[config.mk]
export PLATFORM = sky130hd
export DESIGN_NAME = ipic_lite_responder_flat
export DESIGN_NICKNAME = d
export VERILOG_FILES = /design/src/rtl/ipic_lite_responder_if.sv /design/src/rtl/ipic_lite_responder.sv /design/src/flat_wrapper.sv
export SDC_FILE = /design/constraint.sdc
export NUM_CORES = 1
export LEC_CHECK = 0
export BUFFER_PORTS_ARGS = -buffer_cell sky130_fd_sc_hd__clkbuf_2
export CAP_MARGIN = 25
export CORE_MARGIN = 5
export CORE_UTILIZATION = 55
export CTS_CLUSTER_DIAMETER = 200
export DETAILED_ROUTE_END_ITERATION = 16
export GPL_ROUTABILITY_DRIVEN = 0
export PLACE_DENSITY_LB_ADDON = 0.25
export SYNTH_ARGS = -nofsm -noshare
export SYNTH_HDL_FRONTEND = slang
export SYNTH_SLANG_ARGS = --single-unit
[constraint.sdc]
create_clock -name clk -period 2.4 [get_ports clk]
set_clock_uncertainty 0.05 [all_clocks]
set_input_delay 0.48 -clock clk [delete_from_list [all_inputs] [get_ports clk]]
set_output_delay 0.48 -clock clk [all_outputs]
set_load 0.005 [all_outputs]
[src/rtl/ipic_lite_responder_if.sv]
// ipic_lite_responder_if: IPIC lite master request/qualifier and target status/data bundle.
interface ipic_lite_responder_if #(
  parameter int AW = 32,
  parameter int DW = 32
);
  logic          ip2bus_mstrd_req;
  logic          ip2bus_mstwr_req;
  logic [AW-1:0] ip2bus_mst_addr;
  logic [DW/8-1:0] ip2bus_mst_be;
  logic          ip2bus_mst_lock;
  logic          ip2bus_mst_reset;
  logic [DW-1:0] ip2bus_mstwr_d;
  logic          bus2ip_mst_cmdack;
  logic          bus2ip_mst_cmplt;
  logic          bus2ip_mst_error;
  logic          bus2ip_mst_rearbitrate;
  logic          bus2ip_mst_cmd_timeout;
  logic [DW-1:0] bus2ip_mstrd_d;
  logic          bus2ip_mstrd_src_rdy_n;
  logic          bus2ip_mstwr_dst_rdy_n;
  modport master (
    output ip2bus_mstrd_req, ip2bus_mstwr_req, ip2bus_mst_addr, ip2bus_mst_be,
           ip2bus_mst_lock, ip2bus_mst_reset, ip2bus_mstwr_d,
    input  bus2ip_mst_cmdack, bus2ip_mst_cmplt, bus2ip_mst_error, bus2ip_mst_rearbitrate,
           bus2ip_mst_cmd_timeout, bus2ip_mstrd_d, bus2ip_mstrd_src_rdy_n, bus2ip_mstwr_dst_rdy_n
  );
  modport slave (
    input  ip2bus_mstrd_req, ip2bus_mstwr_req, ip2bus_mst_addr, ip2bus_mst_be,
           ip2bus_mst_lock, ip2bus_mst_reset, ip2bus_mstwr_d,
    output bus2ip_mst_cmdack, bus2ip_mst_cmplt, bus2ip_mst_error, bus2ip_mst_rearbitrate,
           bus2ip_mst_cmd_timeout, bus2ip_mstrd_d, bus2ip_mstrd_src_rdy_n, bus2ip_mstwr_dst_rdy_n
  );
endinterface

[src/rtl/ipic_lite_responder.sv]
// ipic_lite_responder: single-beat IPIC target backed by a bank of 32-bit registers.
// Define IPIC_RESP_BE_EN to merge writes per byte lane; otherwise writes replace the word.
module ipic_lite_responder #(
  parameter int C_M_AXI_ADDR_WIDTH = 32,
  parameter int C_NATIVE_DATA_WIDTH = 32,
  parameter int C_REG_ADDR_BITS = 4,
  parameter logic [C_M_AXI_ADDR_WIDTH-1:0] C_BASE_ADDR = 'h4000_0000,
  parameter int C_WAIT_STATES = 2
) (
  input  logic                       clk,
  input  logic                       reset_n,
  ipic_lite_responder_if.slave       bus,
  output logic                       reg_wr_pulse,
  output logic [C_REG_ADDR_BITS-1:0] reg_wr_index,
  output logic [31:0]                reg_wr_data,
  input  logic [C_REG_ADDR_BITS-1:0] usr_rd_index,
  output logic [31:0]                usr_rd_data
);
  localparam int AW = C_M_AXI_ADDR_WIDTH;
  localparam int RB = C_REG_ADDR_BITS;
  localparam int NR = 1 << RB;
  localparam logic [3:0] WL = 4'(C_WAIT_STATES == 0 ? 0 : C_WAIT_STATES - 1);
  localparam logic [2:0] S_IDLE = 3'd0, S_ACK = 3'd1, S_WAIT = 3'd2,
                         S_BEAT = 3'd3, S_CMPLT = 3'd4, S_DRAIN = 3'd5;
  logic [2:0]    state_q, state_d;
  logic [3:0]    cnt_q, cnt_d;
  logic [RB-1:0] idx_q, idx_d;
  logic [3:0]    be_q, be_d;
  logic [31:0]   wdat_q, wdat_d;
  logic          wr_q, wr_d;
  logic          err_q, err_d;
  logic [31:0]   rdat_q, rdat_d;
  logic [31:0]   regs_q [NR];
  logic [31:0]   regs_d [NR];
  logic          pulse_q, pulse_d;
  logic [RB-1:0] widx_q, widx_d;
  logic [31:0]   wdata_q, wdata_d;
  logic [31:0]   usr_q, usr_d;
  logic [31:0]   merged;
  logic          rd_req, wr_req, abort, enter_beat;
  logic          unused_bits;
  assign rd_req = bus.ip2bus_mstrd_req;
  assign wr_req = bus.ip2bus_mstwr_req;
  assign abort  = bus.ip2bus_mst_reset;
  assign unused_bits = ^{bus.ip2bus_mst_lock, be_q};
`ifdef IPIC_RESP_BE_EN
  always_comb begin
    merged = regs_q[idx_q];
    for (int i = 0; i < 4; i++) if (be_q[i]) merged[8*i +: 8] = wdat_q[8*i +: 8];
  end
`else
  assign merged = wdat_q;
`endif
  always_comb begin
    state_d = state_q;
    cnt_d   = cnt_q;
    idx_d   = idx_q;
    be_d    = be_q;
    wdat_d  = wdat_q;
    wr_d    = wr_q;
    err_d   = err_q;
    rdat_d  = rdat_q;
    regs_d  = regs_q;
    pulse_d = 1'b0;
    widx_d  = widx_q;
    wdata_d = wdata_q;
    usr_d   = regs_q[usr_rd_index];
    if (abort) state_d = S_IDLE;
    else
      case (state_q)
        S_IDLE:
          if (rd_req || wr_req) begin
            state_d = S_ACK;
            idx_d   = bus.ip2bus_mst_addr[RB+1:2];
            be_d    = bus.ip2bus_mst_be;
            wdat_d  = bus.ip2bus_mstwr_d;
            wr_d    = wr_req && !rd_req;
            err_d   = bus.ip2bus_mst_addr[1:0] != 2'b00 ||
                      bus.ip2bus_mst_addr[AW-1:RB+2] != C_BASE_ADDR[AW-1:RB+2] ||
                      (rd_req && wr_req);
            rdat_d  = rd_req ? 32'd0 : rdat_q;
          end
        S_ACK: begin
          cnt_d   = 4'd0;
          state_d = C_WAIT_STATES > 0 ? S_WAIT : err_q ? S_CMPLT : S_BEAT;
        end
        S_WAIT:
          if (cnt_q == WL) state_d = err_q ? S_CMPLT : S_BEAT;
          else cnt_d = cnt_q + 4'd1;
        S_BEAT:  state_d = S_CMPLT;
        S_CMPLT: state_d = S_DRAIN;
        S_DRAIN: state_d = (rd_req || wr_req) ? S_DRAIN : S_IDLE;
        default: state_d = S_IDLE;
      endcase
    // register side effects land on the edge that enters BEAT, so they align with the beat strobe
    enter_beat = state_d == S_BEAT && state_q != S_BEAT;
    if (enter_beat && wr_q) begin
      regs_d[idx_q] = merged;
      pulse_d       = 1'b1;
      widx_d        = idx_q;
      wdata_d       = merged;
    end
    if (enter_beat && !wr_q) rdat_d = regs_q[idx_q];
  end
  always_ff @(posedge clk or negedge reset_n)
    if (!reset_n) begin
      state_q <= S_IDLE;
      cnt_q   <= '0;
      idx_q   <= '0;
      be_q    <= '0;
      wdat_q  <= '0;
      wr_q    <= 1'b0;
      err_q   <= 1'b0;
      rdat_q  <= '0;
      regs_q  <= '{default: '0};
      pulse_q <= 1'b0;
      widx_q  <= '0;
      wdata_q <= '0;
      usr_q   <= '0;
    end else begin
      state_q <= state_d;
      cnt_q   <= cnt_d;
      idx_q   <= idx_d;
      be_q    <= be_d;
      wdat_q  <= wdat_d;
      wr_q    <= wr_d;
      err_q   <= err_d;
      rdat_q  <= rdat_d;
      regs_q  <= regs_d;
      pulse_q <= pulse_d;
      widx_q  <= widx_d;
      wdata_q <= wdata_d;
      usr_q   <= usr_d;
    end
  assign bus.bus2ip_mst_cmdack      = state_q == S_ACK && !abort;
  assign bus.bus2ip_mst_cmplt       = state_q == S_CMPLT && !abort;
  assign bus.bus2ip_mst_error       = state_q == S_CMPLT && !abort && err_q;
  assign bus.bus2ip_mst_rearbitrate = 1'b0;
  assign bus.bus2ip_mst_cmd_timeout = 1'b0;
  assign bus.bus2ip_mstrd_d         = rdat_q;
  assign bus.bus2ip_mstrd_src_rdy_n = !(state_q == S_BEAT && !wr_q && !abort);
  assign bus.bus2ip_mstwr_dst_rdy_n = !(state_q == S_BEAT && wr_q && !abort);
  assign reg_wr_pulse = pulse_q;
  assign reg_wr_index = widx_q;
  assign reg_wr_data  = wdata_q;
  assign usr_rd_data  = usr_q;
endmodule

[src/flat_wrapper.sv]
// flat-port wrapper written by rule: the top's interface ports become plain ports
module ipic_lite_responder_flat 
#(
  parameter int C_M_AXI_ADDR_WIDTH = 32,
  parameter int C_NATIVE_DATA_WIDTH = 32,
  parameter int C_REG_ADDR_BITS = 4,
  parameter logic [C_M_AXI_ADDR_WIDTH-1:0] C_BASE_ADDR = 'h4000_0000,
  parameter int C_WAIT_STATES = 2
)
  (clk, reset_n, reg_wr_pulse, reg_wr_index, reg_wr_data, usr_rd_index, usr_rd_data, bus_ip2bus_mstrd_req, bus_ip2bus_mstwr_req, bus_ip2bus_mst_addr, bus_ip2bus_mst_be, bus_ip2bus_mst_lock, bus_ip2bus_mst_reset, bus_ip2bus_mstwr_d, bus_bus2ip_mst_cmdack, bus_bus2ip_mst_cmplt, bus_bus2ip_mst_error, bus_bus2ip_mst_rearbitrate, bus_bus2ip_mst_cmd_timeout, bus_bus2ip_mstrd_d, bus_bus2ip_mstrd_src_rdy_n, bus_bus2ip_mstwr_dst_rdy_n);
  ipic_lite_responder_if bus_i ();
  input  logic clk;
  input  logic reset_n;
  output logic reg_wr_pulse;
  output logic [C_REG_ADDR_BITS-1:0] reg_wr_index;
  output logic [31:0] reg_wr_data;
  input  logic [C_REG_ADDR_BITS-1:0] usr_rd_index;
  output logic [31:0] usr_rd_data;
  input wire logic [$bits(bus_i.ip2bus_mstrd_req)-1:0] bus_ip2bus_mstrd_req;
  input wire logic [$bits(bus_i.ip2bus_mstwr_req)-1:0] bus_ip2bus_mstwr_req;
  input wire logic [$bits(bus_i.ip2bus_mst_addr)-1:0] bus_ip2bus_mst_addr;
  input wire logic [$bits(bus_i.ip2bus_mst_be)-1:0] bus_ip2bus_mst_be;
  input wire logic [$bits(bus_i.ip2bus_mst_lock)-1:0] bus_ip2bus_mst_lock;
  input wire logic [$bits(bus_i.ip2bus_mst_reset)-1:0] bus_ip2bus_mst_reset;
  input wire logic [$bits(bus_i.ip2bus_mstwr_d)-1:0] bus_ip2bus_mstwr_d;
  output wire logic [$bits(bus_i.bus2ip_mst_cmdack)-1:0] bus_bus2ip_mst_cmdack;
  output wire logic [$bits(bus_i.bus2ip_mst_cmplt)-1:0] bus_bus2ip_mst_cmplt;
  output wire logic [$bits(bus_i.bus2ip_mst_error)-1:0] bus_bus2ip_mst_error;
  output wire logic [$bits(bus_i.bus2ip_mst_rearbitrate)-1:0] bus_bus2ip_mst_rearbitrate;
  output wire logic [$bits(bus_i.bus2ip_mst_cmd_timeout)-1:0] bus_bus2ip_mst_cmd_timeout;
  output wire logic [$bits(bus_i.bus2ip_mstrd_d)-1:0] bus_bus2ip_mstrd_d;
  output wire logic [$bits(bus_i.bus2ip_mstrd_src_rdy_n)-1:0] bus_bus2ip_mstrd_src_rdy_n;
  output wire logic [$bits(bus_i.bus2ip_mstwr_dst_rdy_n)-1:0] bus_bus2ip_mstwr_dst_rdy_n;
  assign bus_i.ip2bus_mstrd_req = bus_ip2bus_mstrd_req;
  assign bus_i.ip2bus_mstwr_req = bus_ip2bus_mstwr_req;
  assign bus_i.ip2bus_mst_addr = bus_ip2bus_mst_addr;
  assign bus_i.ip2bus_mst_be = bus_ip2bus_mst_be;
  assign bus_i.ip2bus_mst_lock = bus_ip2bus_mst_lock;
  assign bus_i.ip2bus_mst_reset = bus_ip2bus_mst_reset;
  assign bus_i.ip2bus_mstwr_d = bus_ip2bus_mstwr_d;
  assign bus_bus2ip_mst_cmdack = bus_i.bus2ip_mst_cmdack;
  assign bus_bus2ip_mst_cmplt = bus_i.bus2ip_mst_cmplt;
  assign bus_bus2ip_mst_error = bus_i.bus2ip_mst_error;
  assign bus_bus2ip_mst_rearbitrate = bus_i.bus2ip_mst_rearbitrate;
  assign bus_bus2ip_mst_cmd_timeout = bus_i.bus2ip_mst_cmd_timeout;
  assign bus_bus2ip_mstrd_d = bus_i.bus2ip_mstrd_d;
  assign bus_bus2ip_mstrd_src_rdy_n = bus_i.bus2ip_mstrd_src_rdy_n;
  assign bus_bus2ip_mstwr_dst_rdy_n = bus_i.bus2ip_mstwr_dst_rdy_n;
  ipic_lite_responder #(.C_M_AXI_ADDR_WIDTH(C_M_AXI_ADDR_WIDTH), .C_NATIVE_DATA_WIDTH(C_NATIVE_DATA_WIDTH), .C_REG_ADDR_BITS(C_REG_ADDR_BITS), .C_BASE_ADDR(C_BASE_ADDR), .C_WAIT_STATES(C_WAIT_STATES)) u_core (.clk(clk), .reset_n(reset_n), .bus(bus_i), .reg_wr_pulse(reg_wr_pulse), .reg_wr_index(reg_wr_index), .reg_wr_data(reg_wr_data), .usr_rd_index(usr_rd_index), .usr_rd_data(usr_rd_data));
endmodule
==> results.cfg <==
[grt]
grt_pass1_wl_um = 135400
grt_start_max_net_pins = 99
first_global_vias = 21515
track_usage = 0.2787
antenna_found_initial = 1
overflow = 0

[logic_synthesis]
ys_ff_latch = 658
yosys_most_used_dff = dfrtp_1
async_flop_share = 1.000
syn_area_per_cell_um2 = 15.95
syn_inst = 2021
synthesis.area_mm2 = 0.03223
synth_cell_types = 44
ys_seq_area_frac = 0.5109
synth_edf_count = 0
yosysWarnings = 0

[placed_design]
post_dp_cell_area_mm2 = 0.03512
dp.final_hpwl_um = 51150
dp.cells = 2905
port_buffers = 178
pre_cts_slack_ns = -0.3126

[run_status]
status = complete, but fails checks
violations = negative setup slack

[cells_and_area]
final_common_cell = dfrtp_1
drive_gt1_frac = 0.5782
nNetsFinal = 2354
syn_to_final_growth_pct = 20.36
fin_util = 0.6699
finalNonFillerCells = 3091
fin_area_mm2 = 0.03879
final_cell_mix = dfrtp_1 (655), mux2_2 (444), mux4_2 (288)
diodes = 0

[floorplanning]
die_area_mm2 = 0.06354
num_rows = 88
fp.dieW_um = 252.1
core_area_mm2 = 0.05792
io_pins = 186
die_h_um = 252.1
initial_core_util = 0.5565

[sta]
slew_viol_final = 0
period_needed_ns = 2.702
hold_viol = 0
period_share = 1.126
clock.fmax_mhz = 370.0
setup_viol = 336
layout_setup_ws_ns = -0.3025
rsz0062_at_grt = yes
relSlewSlack = 0.5296
worst_pin_slew_ns = 0.7056

[power_and_ir_drop]
vdd_drop_max_uv = 720.9
p_per_area_mw_per_mm2 = 731.6
p_leak_nw = 18.38

[setup_path]
startpoint_type = flip-flop
worst-endpoint-arrival_ns = 3.13
crit_start = u_core.cnt_q[1]
required_ns = 2.83
critPathCapture = u_core.regs_q[403]
r2r-end = u_core.regs_q[403]
endpoint_kind = flip-flop
rr_startpoint = u_core.cnt_q[1]
crit_fanout = 11
worstRegToRegCells = 10
critPathKind = flip-flop to flip-flop
r2r_setup_slack_ns = -0.30

[clocking]
cts_buffer_depth = 3
cts_root_buf = clkbuf_16
numCtsBuffers = 71
htreeDepth = 3
cts_sinks = 658
cts_tree = done
path_clk_slew_ns = 0.06
clock_latency_ns = 0.61

[drt]
antenna_left = 0
drt_iter0_markers = 1804
wl_per_cell_um = 28.47
drc = 0
routed_wl_um = 87990
vias = 20023
via_per_inst = 6.478
drt_pre_antenna_iters = 7

[worst_hold_path]
hold_class = primary input to flip-flop

[flow_run]
cap_violations = 0
## power breakdown
group / total (mW) / internal [mW] / leakage [nW] / switching (mW)
Clock: 11.0 / 6.50 / 1.14 / 4.48
Combinational: 4.56 / 2.17 / 8.12 / 2.39
Sequential: 12.8 / 11.6 / 9.12 / 1.25
## sequential cells by signal (all words and copies together) (netlist names)
register	flops
u_core.reg_wr_data	32
u_core.reg_wr_pulse	1
u_core.cnt_q	4
u_core.state_q	3
u_core.idx_q	4
u_core.merged	32
u_core.err_q	1
u_core.bus.bus2ip_mstrd_d	32
u_core.wr_q	1
u_core.usr_rd_data	32
u_core.regs_q	512
u_core.reg_wr_index	4
## how the worst min path moves through the flow
| stage | from | to | slack, ns | depth (start not counted) |
|---|---|---|---|---|
| after global placement | reset_n | u_core.bus.bus2ip_mstrd_d[2] | 0.36 | 1 |
| after CTS | bus_ip2bus_mstwr_d[31] | u_core.merged[31] | 0.001 | 3 |
| after detailed placement | reset_n | u_core.reg_wr_data[4] | 0.36 | 1 |
| after floorplan | reset_n | u_core.bus.bus2ip_mstrd_d[0] | 0.13 | 0 |
| after global routing | bus_ip2bus_mstwr_d[8] | u_core.merged[8] | 0.03 | 3 |
| final | bus_ip2bus_mstwr_d[31] | u_core.merged[31] | 0.02 | 3 |
## worst max-delay path: stages, from the launching register on
cell     delay [ns]
dfrtp_1        0.38
inv_1          0.06
ha_2           0.17
or4b_4         0.47
or3_4          0.36
buf_6          0.14
buf_6          0.11
nor2_4         0.16
buf_4          0.16
buf_12         0.15
mux2_2         0.34
## layout make-up
type | instances | area, um2
Clock buffer | 104 | 2062
Clock inverter | 21 | 257.7
Fill cell | 3938 | 19120
Inverter | 3 | 11.26
Multi-Input combinational cell | 1174 | 15450
Sequential cell | 658 | 16480
Tap cell | 765 | 957.2
Timing Repair Buffer | 366 | 3575
## cells by family (layout without fill, tap and decap cells)
| group | Yosys count | after routing | share of synthesized area |
|---|---|---|---|
| compound gates | 50 | 50 | 0.01308 |
| fa+ha+maj | 3 | 3 | 0.001087 |
| buf+inv | 190 | 494 | 0.02640 |
| flops | 658 | 658 | 0.5109 |
| mux | 901 | 901 | 0.4176 |
| other cells | 1 | 2 | 0.0001163 |
| simple gates | 218 | 218 | 0.03082 |
## synthesized netlist by cell type (2+ instances only)
cell | count | area, um2
buf_4 | 2 | 15.01
clkbuf_1 | 105 | 394.1
nand3_1 | 5 | 25.02
nand2_1 | 120 | 450.4
or4_1 | 2 | 15.01
nor2_1 | 42 | 157.7
mux2_1 | 3 | 33.78
nor3_1 | 8 | 40.04
o21ai_0 | 9 | 45.04
and3_1 | 4 | 25.02
nor2b_1 | 2 | 12.51
a21oi_1 | 5 | 25.02
mux2_4 | 30 | 450.4
a221o_1 | 32 | 320.3
nand4_1 | 6 | 37.54
buf_2 | 53 | 265.3
ha_1 | 2 | 25.02
nor4_1 | 9 | 56.30
buf_1 | 22 | 82.58
inv_1 | 3 | 11.26
or3b_2 | 2 | 17.52
nand3b_1 | 3 | 22.52
buf_6 | 2 | 22.52
mux2i_1 | 33 | 330.3
mux4_2 | 288 | 6486
buf_12 | 3 | 60.06
mux2_2 | 547 | 6160
dfrtp_1 | 658 | 16470
nor3b_1 | 6 | 45.04
## through the flow
step | power (mW) | setup TNS (ns) | hold WS [ns]
4_1_cts | 28.51 | -37.77 | 0.001037
3_3_place_gp | 17.25 | -25.00 | 0.3625
2_1_floorplan | 15.26 | -4.756 | 0.1344
5_1_grt | 29.43 | -74.26 | 0.02589
6_report | 28.38 | -45.92 | 0.02409
3_5_place_dp | 17.40 | -23.02 | 0.3639
## layer usage
metal / vias up / part of all wire / GRT usage
met5: - / 0 / 0
met4: 0 / 0.031 / 0.08592
met3: 160 / 0.073 / 0.05577
met2: 760 / 0.49 / 0.4475
met1: 10860 / 0.41 / 0.3923
li1: 8243 / - / -
## repair_timing
item / CTS / global route
setup endpoints to repair: 162 / 468
gates cloned: 11 / 6
resized for setup: 114 / 36
buffers inserted: 16 / 5
pin swaps: 2 / 5
hold endpoints to repair: 54 / 0
hold buffers: 28 / 0
No activity file was read; power rests on OpenSTA's default activity.
